File: config.mk
export PLATFORM = sky130hd
export DESIGN_NAME = seg7_multi_display
export DESIGN_NICKNAME = d
export VERILOG_FILES = /design/src/rtl/seg7_multi_display.sv
export SDC_FILE = /design/constraint.sdc
export NUM_CORES = 1
export LEC_CHECK = 0
export CORE_MARGIN = 2
export CORE_UTILIZATION = 38
export CTS_BUF_LIST = sky130_fd_sc_hd__clkbuf_4
export CTS_CLUSTER_SIZE = 40
export DETAILED_ROUTE_END_ITERATION = 7
export PLACE_DENSITY = 0.68
export REMOVE_ABC_BUFFERS = 1
export SLEW_MARGIN = 20
export SYNTH_ARGS = -nofsm -noshare
export SYNTH_HDL_FRONTEND = slang
export SYNTH_SLANG_ARGS = --single-unit
File: constraint.sdc
create_clock -name clk -period 1.8 [get_ports clk]
set_input_delay 0.27 -clock clk [delete_from_list [all_inputs] [get_ports clk]]
set_output_delay 0.27 -clock clk [all_outputs]
set_load 0.03 [all_outputs]
File: src/rtl/seg7_multi_display.sv
// Binary-to-BCD (double-dabble, one bit per clock) seven-segment driver for NDIGITS active-low digits.
// Optional SEG7_HEX_DISPLAY_EN adds hex_mode: raw-nibble display that bypasses the conversion.
module seg7_multi_display #(
    parameter int NDIGITS   = 6,
    parameter int VALW      = 20,
    parameter int BLINK_DIV = 25000000
) (
    input  logic                   clk,
    input  logic                   rst_n,
`ifdef SEG7_HEX_DISPLAY_EN
    input  logic                   hex_mode,
`endif
    input  logic [VALW-1:0]        value,
    input  logic                   load,
    output logic                   ready,
    input  logic [NDIGITS-1:0]     dp_mask,
    input  logic [NDIGITS-1:0]     blink_mask,
    input  logic                   lz_blank,
    output logic                   overflow,
    output logic [8*NDIGITS-1:0]   seg
);
    localparam int DW = 4 * NDIGITS;
    localparam int CW = $clog2(VALW + 1);
    localparam int BW = $clog2(BLINK_DIV);

    typedef enum logic [1:0] {IDLE, SHIFT, COMMIT} state_t;

    state_t          state;
    logic [VALW-1:0] shreg;
    logic [DW-1:0]   bcd;
    logic [DW-1:0]   adj;
    logic [CW-1:0]   cnt;
    logic            ovf;
    logic [DW-1:0]   disp;
    logic            disp_vld;
    logic [BW-1:0]   bcnt;
    logic            blink_phase;

`ifdef SEG7_HEX_DISPLAY_EN
    localparam int XW = (VALW > DW) ? VALW : DW;
    logic [XW-1:0] vext;
    assign vext = XW'(value);
`endif

    always_comb begin
        adj = bcd;
        for (int i = 0; i < NDIGITS; i++) begin
            if (bcd[4*i +: 4] >= 4'd5)
                adj[4*i +: 4] = bcd[4*i +: 4] + 4'd3;
        end
    end

    // A carry out of the top digit means the value needs more digits than we have.
    always_ff @(posedge clk or negedge rst_n) begin
        if (!rst_n) begin
            state    <= IDLE;
            ready    <= 1'b1;
            shreg    <= '0;
            bcd      <= '0;
            cnt      <= '0;
            ovf      <= 1'b0;
            disp     <= '0;
            disp_vld <= 1'b0;
            overflow <= 1'b0;
        end else begin
            case (state)
                IDLE: begin
                    if (load) begin
                        ready <= 1'b0;
`ifdef SEG7_HEX_DISPLAY_EN
                        if (hex_mode) begin
                            bcd   <= vext[DW-1:0];
                            ovf   <= |(vext >> DW);
                            state <= COMMIT;
                        end else
`endif
                        begin
                            shreg <= value;
                            bcd   <= '0;
                            ovf   <= 1'b0;
                            cnt   <= CW'(VALW);
                            state <= SHIFT;
                        end
                    end
                end
                SHIFT: begin
                    bcd   <= {adj[DW-2:0], shreg[VALW-1]};
                    shreg <= shreg << 1;
                    if (adj[DW-1])
                        ovf <= 1'b1;
                    cnt <= cnt - CW'(1);
                    if (cnt == CW'(1))
                        state <= COMMIT;
                end
                COMMIT: begin
                    disp     <= bcd;
                    disp_vld <= 1'b1;
                    overflow <= ovf;
                    ready    <= 1'b1;
                    state    <= IDLE;
                end
                default: state <= IDLE;
            endcase
        end
    end

    always_ff @(posedge clk or negedge rst_n) begin
        if (!rst_n) begin
            bcnt        <= '0;
            blink_phase <= 1'b0;
        end else if (bcnt == BW'(BLINK_DIV - 1)) begin
            bcnt        <= '0;
            blink_phase <= ~blink_phase;
        end else begin
            bcnt <= bcnt + BW'(1);
        end
    end

    function automatic logic [6:0] decode(input logic [3:0] n);
        case (n)
            4'h0: return 7'h40;
            4'h1: return 7'h79;
            4'h2: return 7'h24;
            4'h3: return 7'h30;
            4'h4: return 7'h19;
            4'h5: return 7'h12;
            4'h6: return 7'h02;
            4'h7: return 7'h78;
            4'h8: return 7'h00;
            4'h9: return 7'h10;
`ifdef SEG7_HEX_DISPLAY_EN
            4'hA: return 7'h08;
            4'hB: return 7'h03;
            4'hC: return 7'h46;
            4'hD: return 7'h21;
            4'hE: return 7'h06;
            4'hF: return 7'h0E;
`endif
            default: return 7'h7F;
        endcase
    endfunction

    logic [8*NDIGITS-1:0] seg_next;
    logic                 lead;
    logic [3:0]           nib;
    logic [6:0]           glyph;

    // Walk from the most significant digit so "lead" tracks whether all higher digits are zero.
    always_comb begin
        seg_next = '1;
        lead     = lz_blank;
        nib      = '0;
        glyph    = 7'h7F;
        for (int i = NDIGITS - 1; i >= 0; i--) begin
            nib = disp[4*i +: 4];
            if (nib != 4'd0)
                lead = 1'b0;
            if (overflow)
                glyph = 7'h3F;
            else if (lead && i != 0)
                glyph = 7'h7F;
            else
                glyph = decode(nib);
            if (!disp_vld || (blink_phase && blink_mask[i]))
                seg_next[8*i +: 8] = 8'hFF;
            else
                seg_next[8*i +: 8] = {~dp_mask[i], glyph};
        end
    end

    always_ff @(posedge clk or negedge rst_n) begin
        if (!rst_n)
            seg <= '1;
        else
            seg <= seg_next;
    end
endmodule

# Yosys cells after proc, flatten, opt, wreduce, memory -nomap -nowiden
# Memory sizes are Yosys's and may differ from the RTL's.
# Cells that the tools add are included.
# word_totals
register_bits,153
elab_cells,113
memories,6
romBits,672
out_inout_bits,50
# classes
reduce_logical,25
magnitude_cmp,6
muxes,42
bitwise_logic,7
n_addsub,8
eq_ne,7
# memory_table
memory,words,width,read_ports,rd_clocked_by_memory_dff,wr,line_no,source
(no name shown),16,7,1,0,0,120,case (n)
(no name shown),16,7,1,0,0,120,
(no name shown),16,7,1,0,0,120,
(no name shown),16,7,1,0,0,120,
(no name shown),16,7,1,0,0,120,
(no name shown),16,7,1,0,0,120,
# ops
cell,count
7-bit 2-to-1 mux,11
8-bit 2-to-1 mux,6
24-bit case mux with 2 select lines,1
20-bit case mux with 2 select lines,1
"25-bit by 1-bit adder with 25-bit output, second input constant",1
"25-bit equality test, second input constant",1
25-bit 2-to-1 mux,1
"4-bit by 2-bit adder with 4-bit output, second input constant",6
"4-bit by 3-bit >= comparator with 1-bit output, second input constant",6
24-bit 2-to-1 mux,1
4-bit 2-to-1 mux,6
20-bit 2-to-1 mux,1
4-bit nonzero test,5
5-bit case mux with 2 select lines,1
1-bit 2-to-1 mux,7
1-bit inverter,7
1-bit logical AND,6
1-bit logical OR,6
"2-bit inequality test, second input constant",3
2-bit AND reduction,3
"5-bit by 1-bit equality test with 1-bit output, second input constant",1
5-bit 2-to-1 mux,1
"5-bit by 1-bit subtractor with 5-bit output, second input constant",1
2-bit 2-to-1 mux,2
8 further kinds,10

# Longest topological paths before layout
# Gate-level depths: netlist (run 1).
# logic_depth
word_depth,9
ltp_mapped,6
depth_no_buf,6

# Worst setup path after synthesis (run 1)
# OpenSTA, ideal clock, no wires.
# synth_timing
path_type,reg2reg
startpoint,register disp[17]
endpoint,register seg[9]
setup_ns,0.079
t_arrival_ns,1.710
setup_slack_ns,0.012
stages_incl_launch_ff,7
path_cell_list,dfrtp_1 inv_1 ha_1 nor3b_1 nand4_1 o311a_1 o21ai_0
# synth_between
elab_chain_len,8
# synth_lines
element,line_no,source
"start, declared",34,logic [DW-1:0] disp;
"start signal, assigned",62,disp <= '0;
"start signal, assigned",96,disp <= bcd;
4-bit nonzero test,156,if (nib != 4'd0)
1-bit 2-to-1 mux (4 in a row),156,
7-bit 2-to-1 mux,160,else if (lead && i != 0)
7-bit 2-to-1 mux,158,if (overflow)
8-bit 2-to-1 mux,164,if (!disp_vld || (blink_phase && blink_mask[i]))
net seg_next[9],143,logic [8*NDIGITS-1:0] seg_next;
"end signal, assigned",175,seg <= seg_next;
"end, declared",20,output logic [8*NDIGITS-1:0] seg
# The timed path passes the listed nets, and every way through them passes these cells.
# A chain may end at the register's enable or synchronous reset.

# Worst setup path after layout (run 1)
# layout_timing
startpoint,register disp[12]
endpoint,register seg[14]
# layout_between
elab_chain_len,7
# layout_lines
element,line_no
4-bit nonzero test,156
1-bit 2-to-1 mux (3 in a row),156
7-bit 2-to-1 mux,160
7-bit 2-to-1 mux,158
8-bit 2-to-1 mux,164
net seg_next[14],143
# The timed path passes the listed nets, and every way through them passes these cells.

==> metrics.md, run 1 <==
| Metric | Value |
|---|---|
| Wirelength per Cell | about 14 µm |
| Top-count cell post-synth | dfrtp_1 |
| Final setup viols | 1 |
| DR vias | 5,779 |
| RSZ-0062 raised after global routing | yes |
| Crit path max-delay family | simple AND/OR/NAND/NOR gates |
| Switch share | 38.8% |
| Sequential Power Share | between 30 and 40% |
| Gate Count Post-Synth | ~730 |
| Vias in the first global route | 5,453 |
| Commonest cells post-synth | 104 x dfrtp_1, 102 x nand2_1, 73 x o21ai_0 |
| Synth top area share | a little over a third |
| Setup WS post-layout | -0.0290 ns |
| CTS tree | built |
| Final Max Tran Viols | 0 |
| Post-synth EDFFs | 0 |
| Crit. End Element | register |
| Syn. warnings | 0 |
| Min cycle time layout | about 1.8 ns |
| DR vias/cell | approximately 5 |
| Fraction of registers with async set or reset after synthesis | 100% |
| Buf/Inv on CP | 2 |
| DIE WIDTH | between 100 and 150 µm |
| Internal power | roughly 8600 µW |
| CP required | between 2 and 2.5 ns |
| Worst-Skew Late Latency | between 0.5 and 0.6 ns |
| Final antenna-violating net count | 0 |
| Detailed-router iteration count before antenna repair | 4 |
| Combinational share of power | between 40 and 50% |
| CTS Root Cell | clkbuf_4 |
| Critical path cell sequence | inv_2 -> ha_2 -> nor3b_2 -> buf_4 -> nand4_1 -> or3_1 -> a31oi_1 |
| Place WS | -0.146 ns |
| Site row count | slightly above 50 |
| Initial antenna violation count | 1 |
| Area grow syn2layout | 28.8% |
| Worst reg2reg path depth | 7 |
| Routability cong. | 0.842 |
| Post-Syn Area per Cell | about 10 µm² |
| Clk slew on worst S/H paths | 0.13 ns |
| Register area share after synthesis | 51.9% |
| Nets | roughly 970 |
| Period utilization | 102% |
| PwrDens | between 1000 and 1500 mW/mm² |
| Net switching power | around 5400 µW |
| Layout cell share with drive strength beyond 1 | 25.0% |
| P_leak | between 0.004 and 0.005 µW |
| Largest net degree at the start of global routing | 46 |
| Ys flop type | dfrtp_1 |
| Outcome | finished with violations |
| Iteration-0 DRC Markers | a little under 300 |
| Setup CP Type | register to register |
| Clock Path Buffers | 2 |
| Synth cell types | 47 |
| Worst Tran Pin Value | 0.436 ns |
| Routed WL | 16.4 mm |
| Mapped Area | between 0.007 and 0.008 mm² |
| Total Routing Usage GR | about 16% |
| Die height | around 140 µm |
| DP HPWL | roughly 12 mm |
| Final hold violations | 0 |
| Peak Freq | ~550 MHz |
| R2R setup slack | -0.03 ns |
| R2R Path End | seg[14] |
| CTS H-tree lvls | 4 |
| Initial Util | 38.6% |
| Die area | 0.0208 mm² |
| Startpoint Class | register |
| Core Area | between 0.015 and 0.02 mm² |
| GR Overflow Total | 0 |
| First-pass GRT wire length | between 20 and 30 mm |
| Cell taking the most area after synthesis | dfrtp_1 |
| Max IR drop VDD | 566 µV |
| Dominant cells by area after synthesis | dfrtp_1 35%, dfstp_2 17%, ha_1 7.5%, nand2_1 5.1%, o21ai_0 4.9% |
| Slowest cell on crit path | dfrtp_1 |
| Overall power | ~14,000 µW |
| Max-slew headroom | between 70 and 80% |
| #FFs+latches synth | 153 |
| CP arrival | ~2.3 ns |
| IO buf count | 85 |
| Hold Crit Class | primary input to asynchronous set/reset pin |
| TritonCTS Sinks | around 150 |
| Max FO, Critical Path | 3 |
| Fin Clk Skew | between 0.02 and 0.025 ns |
| Worst R2R Start | disp[12] |
| Clock network power share | between 10% and 20% |
| Slowest cell delay on critical path | 0.41 ns |
| Max Cap Viol | 0 |
| Failing checks | negative setup slack |
| DRC Markers | 0 |
| CTS buffer count | 17 |
| I/O pin total | 86 |
## layer usage
layer / vias up / routed length, µm / track usage [%]
met2: 93 / 8200 / 27.6
met3: 9 / 641 / 3.48
li1: 2861 / - / -
met1: 2816 / 7470 / 20.7
met4: 0 / 125 / 4.60
met5: - / 0 / 0
## final cells by class
type                            count  area [µm²]
Fill cell                        1808        9750
Tap cell                          265         332
Timing Repair Buffer              166        1490
Antenna cell                        1        2.50
Sequential cell                   153        3890
Clock buffer                       19         143
Multi-Input combinational cell    510        3520
Inverter                           36         135
Clock inverter                     12         133
## worst max-delay path by stage
stage | start | to | slack [ns] | cells past startpoint
after global placement | lz_blank | seg[29] | -0.12 | 6
after CTS | disp[16] | seg[9] | -0.02 | 7
after floorplan | state[1] | shreg[10] | -0.97 | 4
final | disp[12] | seg[14] | -0.03 | 7
after global routing | disp[12] | seg[14] | -0.15 | 7
after detailed placement | load | bcd[7] | -0.15 | 5
## placed cells by master (no fill, tap or decap), drive strengths merged, types with 13 or more instances in the layout
cell	n
nand2b	13
a22oi	19
mux2	19
nand2	102
nand3	32
buf	81
o31ai	14
ha	45
xor2	15
xnor2	15
nor2	31
o21ai	73
dfstp	49
clkbuf	21
a21oi	33
dfrtp	104
inv	36
clkdlybuf4s15	36
clkdlybuf4s50	34
nand4	13
## state kept, by name (all words and copies together) (netlist names), 2 cells and up
register  count
state         2
bcnt         25
shreg        20
cnt           5
seg          48
disp         24
bcd          24
## power groups by stage
stage	logic [µW]	clock network, µW	registers, µW
4_1_cts	6170	2190	5440
3_5_place_dp	6350	0	5520
6_report	6460	2120	5460
3_3_place_gp	6220	0	5510
5_1_grt	7200	2330	5610
2_1_floorplan	3000	0	6250
## stage by stage
step / utilization, % / std cells / setup TNS (ns) / instance area (µm²) / hold slack, ns
finish: 49.7 / 1162 / -0.0290 / 9650 / 0.174
global route: 49.7 / 1162 / -0.702 / 9650 / 0.135
floorplan: - / 699 / -23.05 / 7360 / -0.0256
global placement: 47.1 / 1119 / -1.72 / 9130 / 0.190
CTS: 48.4 / 1151 / -0.0188 / 9390 / 0.128
detailed placement: 47.1 / 1119 / -1.88 / 9130 / 0.188
## cells by family (layout without fill, tap and decap cells)
kind of cell | Yosys count | after routing | synth area share, %
adders and majority gates | 45 | 45 | 7.52
AOI/OAI and AO/OA | 170 | 170 | 13.9
xor gates and xnor gates | 30 | 30 | 3.51
buffers and inverters | 69 | 233 | 3.47
and+or+nand+nor | 242 | 242 | 16.3
other | 0 | 1 | 0
muxes | 23 | 23 | 3.39
DFF | 153 | 153 | 51.9
## repair_timing
action	4_1_cts	5_1_grt
resized for setup	68	71
hold buffers	1	0
setup buffers	0	10
setup endpoints to repair	69	68
pin swaps	1	6
endpoints found under the hold margin	105	0
No activity file was read; power rests on OpenSTA's default activity.
==> run 2, diff against run 1 <==
CORE_ASPECT_RATIO = 1.4   (was not set)
GPL_TIMING_DRIVEN = 0   (was not set)
==> run 2 against run 1 <==
The run still ends with negative setup slack left. Fmax shrank 1.5%. Critical path depth shrank 1. Count of clock-buffer cells in the layout grew 1. Design area shrank 2.2%. Largest cell class unchanged. Highest routed layer unchanged.
==> metrics.md, run 2 (synthesis gave the netlist of run 1 again) <==
| Metric | Value |
|---|---|
| DIE WIDTH | about 120 µm |
| CTS buffer count | 17 |
| Max Cap Viol | 0 |
| First-pass GRT wire length | 26.6 mm |
| Biggest register | seg |
| Vias in the first global route | around 5,500 |
| P_leak | a little over 0.004 µW |
| # placed instances | approximately 1,000 |
| Post-route insts no fill | 1,107 |
| Final setup viols | 4 |
| DR vias/cell | 5.09 |
| DP HPWL | between 10 and 15 mm |
| Core Area | a little under 0.02 mm² |
| DR vias | ~5,600 |
| Setup CP Type | register to register |
| RSZ-0062 raised after global routing | yes |
| Largest net degree at the start of global routing | slightly above 80 |
| Slowest cell delay on critical path | ~0.39 ns |
| Dpl cell area | 0.00868 mm² |
| Max-slew headroom | about 59% |
| Layout cell share with drive strength beyond 1 | 25.9% |
| Clk slew on worst S/H paths | 0.13 ns |
| Die area | between 0.02 and 0.025 mm² |
| Total Routing Usage GR | between 10% and 20% |
| PwrDens | about 1500 mW/mm² |
| CTS Root Cell | clkbuf_4 |
| Final instance area | between 0.009 and 0.01 mm² |
| Final hold violations | 0 |
| Place WS | -0.528 ns |
| CTS tree | built |
| Commonest non-fill, non-tap cell in the layout | nand2_1 |
| TritonCTS Sinks | between 150 and 200 |
| Slowest cell on crit path | dfrtp_1 |
| Max reg flops | 48 |
| Startpoint Class | register |
| Setup WS post-layout | -0.0572 ns |
| CP arrival | around 2.3 ns |
| Hold Crit Class | primary input to register |
| Failing checks | negative setup slack |
| Max FO, Critical Path | 4 |
| Max IR drop VDD | between 600 and 700 µV |
| Worst Tran Pin Value | about 0.6 ns |
| CP required | 2.24 ns |
| I/O pin total | 86 |
| Nets | between 900 and 1,000 |
| Fin Clk Skew | 0.0213 ns |
| CTS H-tree lvls | 4 |
| R2R setup slack | -0.06 ns |
| DRC Markers | 0 |
| Routed WL | ~16 mm |
| Regs by FF count | seg: 48 flops, bcnt: 25 flops |
| R2R Path End | bcnt[18] |
| Worst reg2reg path depth | 6 |
| Crit. End Element | register |
| Most frequent cells in the layout | 101 x nand2_1, 91 x dfrtp_1, 72 x o21ai_0 |
| Final Max Tran Viols | 0 |
| Clock Path Buffers | 2 |
| Site row count | 60 |
| Initial Util | approximately two fifths |
| Detailed-router iteration count before antenna repair | 4 |
| Outcome | finished with violations |
| Critical path cell sequence | ha_2 -> nand4_1 -> buf_4 -> nor4_4 -> nor2_1 -> a2111oi_2 |
| GR Overflow Total | 0 |
| Overall power | between 10,000 and 15,000 µW |
| Initial antenna violation count | 1 |
| Area grow syn2layout | 26.0% |
| Die height | around 170 µm |
| Worst-Skew Late Latency | about 0.54 ns |
| Routability cong. | 0.807 |
| Min cycle time layout | between 1.5 and 2 ns |
| Worst R2R Start | bcnt[0] |
| Hold WS | about 0.21 ns |
| Critical Path End | bcnt[18] |
| Wirelength per Cell | 14.5 µm |
| Peak Freq | 538 MHz |
| CP startpoint | bcnt[0] |
| Final antenna-violating net count | 0 |
| IO buf count | 85 |
| Period utilization | 103% |
| Iteration-0 DRC Markers | 260 |
==> run 2: changes by cell type in the layout (fill, tap and decap cells not counted), moves of 6 or more <==
cell and delta:
clkbuf_2 +18, dfrtp_2 +12, buf_4 -42, a21oi_2 +6, dfrtp_1 -12, dlygate4sd2_1 -11
a21oi_1 -6, clkdlybuf4s15_1 -8
==> run 2: layout make-up <==
cell class / instances / area [µm²]
flip-flops and latches: 153 / 3910
clock buffers: 20 / 150
diodes: 2 / 5.00
inverters: 36 / 135
clock inverters: 12 / 199
multi-input cells: 511 / 3590
repair buffers: 125 / 1140
fillers: 1744 / 9860
well taps: 248 / 310
==> run 2: worst min-delay path by stage <==
| stage | startpoint | cells after the start | slack (ns) | to |
|---|---|---|---|---|
| 4_1_cts | dp_mask[0] | 2 | 0.15 | seg[7] |
| 2_1_floorplan | rst_n | 0 | -0.03 | bcd[0] |
| 6_report | dp_mask[5] | 2 | 0.21 | seg[47] |
| 3_3_place_gp | shreg[17] | 2 | 0.46 | shreg[17] |
| 3_5_place_dp | rst_n | 1 | 0.31 | bcnt[16] |
| 5_1_grt | dp_mask[0] | 2 | 0.16 | seg[7] |
==> run 2: timing repair <==
| item | CTS | global route |
|---|---|---|
| hold buffers | 1 | 0 |
| setup buffers | 18 | 15 |
| endpoints found under the hold margin | 47 | 0 |
| endpoints found under the setup margin | 103 | 98 |
| pin swaps | 2 | 9 |
| gates cloned | 0 | 1 |
| gates resized for setup | 108 | 80 |
==> run 2: through the flow <==
| stage | utilization, % | TNS, ns |
|---|---|---|
| 2_1_floorplan | - | -23.05 |
| 3_3_place_gp | 44.2 | -870.36 |
| 3_5_place_dp | 45.0 | -17.54 |
| 4_1_cts | 48.0 | 0 |
| 5_1_grt | 48.9 | -0.706 |
| 6_report | 48.9 | -0.137 |
==> run 2: power breakdown <==
group / switching [µW] / internal [µW]
Clock: 1200 / 1290
Combinational: 3280 / 2560
Sequential: 939 / 4720
==> run 2: worst max-delay path: cells and delay by family, from the launching register on <==
family	cells	cell delay, ns
simple gates	3	0.67
buf+inv	1	0.20
compound gates	1	0.29
flops	1	0.39
fa+ha+maj	1	0.22
==> run 2: routing by layer <==
layer  part of all wire [%]  up-vias  wire length [µm]  track usage [%]
li1                       -     2783                 -                -
met1                     43     2726              6840             18.8
met2                     52      111              8340             28.5
met3                    3.6       17               584             3.45
met4                    1.7        0               266             5.50
met5                      0        -                 0                0
==> run 3, diff against run 2 <==
--- a/config.mk
+++ b/config.mk
@@ -8,10 +8,10 @@
 export CORE_ASPECT_RATIO = 1.4
 export CORE_MARGIN = 2
-export CORE_UTILIZATION = 38
+export CORE_UTILIZATION = 45
 export CTS_BUF_LIST = sky130_fd_sc_hd__clkbuf_4
 export CTS_CLUSTER_SIZE = 40
 export DETAILED_ROUTE_END_ITERATION = 7
 export GPL_TIMING_DRIVEN = 0
-export PLACE_DENSITY = 0.68
+export PLACE_DENSITY = 0.77
 export REMOVE_ABC_BUFFERS = 1
 export SLEW_MARGIN = 20
==> constraint.sdc (replaced) <==
create_clock -name clk -period 1.8 [get_ports clk]
set_input_delay 0.36 -clock clk [delete_from_list [all_inputs] [get_ports clk]]
set_output_delay 0.36 -clock clk [all_outputs]
set_load 0.03 [all_outputs]
==> run 3 against run 2 <==
The flow finishes with violations (design-rule violations). Via count grew 1.5%. Utilization grew 7.4 points. Hold slack gained 0.070 ns. Largest cell class unchanged. Highest routed layer unchanged.
==> metrics.md, run 3 (synthesis gave the netlist of run 1 again) <==
| Metric | Value |
|---|---|
| Internal power | about 8000 µW |
| Largest net degree at the start of global routing | 94 |
| DIE WIDTH | approximately 110 µm |
| Critical path cell sequence | nand4_4 -> or4_4 -> or3_4 -> a21oi_1 |
| Setup CP Type | register to register |
| Period utilization | a little over nine tenths |
| Fin Clk Skew | roughly 0.014 ns |
| Net switching power | 5480 µW |
| GR Overflow Total | 0 |
| Register area | 0.00390 mm² |
| Slowest cell delay on critical path | a little under 0.6 ns |
| Max Cap Viol | 0 |
| Max IR drop VDD | approximately 720 µV |
| Final antenna-violating net count | 0 |
| Hold Crit Class | primary input to register |
| Final hold violations | 0 |
| DRC Markers | 8 |
| Final Max Tran Viols | 0 |
| Iteration-0 DRC Markers | 286 |
| Routability cong. | between 0.7 and 0.8 |
| CP required | between 2 and 2.5 ns |
| Final setup viols | 0 |
| Peak Freq | approximately 560 MHz |
| Sequential Power Share | 41.7% |
| RSZ-0062 raised after global routing | yes |
| Clk slew on worst S/H paths | roughly 0.14 ns |
| Max FO, Critical Path | 5 |
| Area occupied by multi-input gates | 0.00357 mm² |
| Clock network power share | around 15% |
| DR vias | 5,719 |
| Vias in the first global route | 5,633 |
| Area grow syn2layout | 22.2% |
| P_leak | 0.00399 µW |
| PwrDens | roughly 1500 mW/mm² |
| Max reg flops | 48 |
| Slowest cell on crit path | or4_4 |
| TritonCTS Sinks | about 150 |
| Max-slew headroom | between 50% and 60% |
| Crit. End Element | register |
| CTS H-tree lvls | 4 |
| Most frequent cells in the layout | 101 x nand2_1, 93 x dfrtp_1, 73 x o21ai_0 |
| Layout cell share with drive strength beyond 1 | around 29% |
| CTS buffer count | 17 |
| Site row count | 55 |
| Overall power | between 10,000 and 15,000 µW |
| Die area | 0.0177 mm² |
| Die height | approximately 160 µm |
| Routed WL | around 16 mm |
| DR vias/cell | around 5.4 |
| Outcome | finished with violations |
| Core Area | approximately 0.016 mm² |
| DP HPWL | between 10 and 15 mm |
| Regs by FF count | seg: 48 flops, bcnt: 25 flops |
| Detailed-router iteration count before antenna repair | 7 |
| Place WS | -0.616 ns |
| Nets | between 900 and 1,000 |
| I/O pin total | 86 |
| Failing checks | design-rule violations |
| Min cycle time layout | ~1.8 ns |
| Initial antenna violation count | 1 |
| Commonest non-fill, non-tap cell in the layout | nand2_1 |
| CTS Root Cell | clkbuf_4 |
| CTS tree | built |
| Biggest register | seg |
| First-pass GRT wire length | between 20 and 30 mm |
| Setup WS post-layout | about 0.019 ns |
| Filler cells | ~1,400 |
| Switch share | ~40% |
| Clock Path Buffers | 2 |
| IO buf count | 85 |
| Initial Util | between 40% and 50% |
| Startpoint Class | register |
| Total Routing Usage GR | between 10% and 20% |
| Wirelength per Cell | 15.2 µm |
| Worst Tran Pin Value | between 0.6 and 0.7 ns |
| Worst-Skew Late Latency | between 0.5 and 0.6 ns |
| Combinational share of power | 42.9% |
| CP arrival | ~2.3 ns |
## run 3: cell types whose count changed in the layout (fill, tap and decap cells not counted), moves of 3 or more
| cell | change |
|---|---|
| clkbuf_2 | -20 |
| clkinv_2 | +3 |
| buf_2 | +49 |
| buf_4 | +7 |
| bufinv_16 | -3 |
| clkdlybuf4s15_1 | -26 |
| clkbuf_4 | -3 |
| clkinv_4 | +4 |
| a21oi_1 | +4 |
| a21oi_2 | -4 |
## run 3: layout make-up
| cell class | instances | area share, % |
|---|---|---|
| diodes | 1 | 0.0273 |
| well taps | 199 | 2.72 |
| repair buffers | 130 | 11.0 |
| multi-input cells | 510 | 39.0 |
| clock inverters | 15 | 1.68 |
| clock buffers | 17 | 1.39 |
| inverters | 36 | 1.50 |
| flip-flops and latches | 153 | 42.7 |
## run 3: critical path, delay by kind of cell (launching register included)
kind | cells | cell delay, ns
AND/OR/NAND/NOR | 3 | 1.13
flip-flops | 1 | 0.44
AO/OA/AOI/OAI | 1 | 0.15
## run 3: final timing paths
check                      startpoint  endpoint  slack (ns)  cells past startpoint
max                           bcnt[4]  bcnt[24]        0.02                      4
min                        dp_mask[5]   seg[47]        0.28                      2
max reg2reg                   bcnt[4]  bcnt[24]        0.02                      4
min reg2reg                       ovf       ovf        0.49                      2
max in group asynchronous       rst_n   seg[25]        0.70                      3
min in group asynchronous       rst_n   disp[5]        0.32                      2
## run 3: power groups by stage
stage	registers, µW	clock network, µW	logic (µW)
5_1_grt	5780	2310	6440
4_1_cts	5610	2140	5730
3_5_place_dp	5680	0	5530
6_report	5630	2080	5790
2_1_floorplan	6250	0	3000
3_3_place_gp	5640	0	5230
## run 3: what timing repair did
action,CTS,global route
pin swaps,2,9
buffers inserted,18,21
gates cloned,0,0
gates resized for setup,192,116
endpoints found under the hold margin,47,0
endpoints found under the setup margin,96,98
hold buffers,1,0
## run 3: per-layer routing
layer	GRT usage [%]	share of wire, %
met1	21.5	40
met2	32.9	54
met3	4.53	3.8
met4	5.87	1.7
met5	0	0
## run 3: stage by stage
| stage | TNS [ns] | utilization, % | instance area, µm² | instances | hold slack [ns] |
|---|---|---|---|---|---|
| detailed placement | -21.50 | 52.9 | 8590 | 988 | 0.330 |
| CTS | -0.00755 | 56.1 | 9100 | 1039 | 0.228 |
| global route | -0.296 | 56.3 | 9150 | 1061 | 0.217 |
| floorplan | -23.05 | - | 7360 | 699 | 0.0644 |
| finish | 0 | 56.3 | 9150 | 1061 | 0.278 |
| global placement | -855.97 | 52.1 | 8460 | 983 | 0.459 |
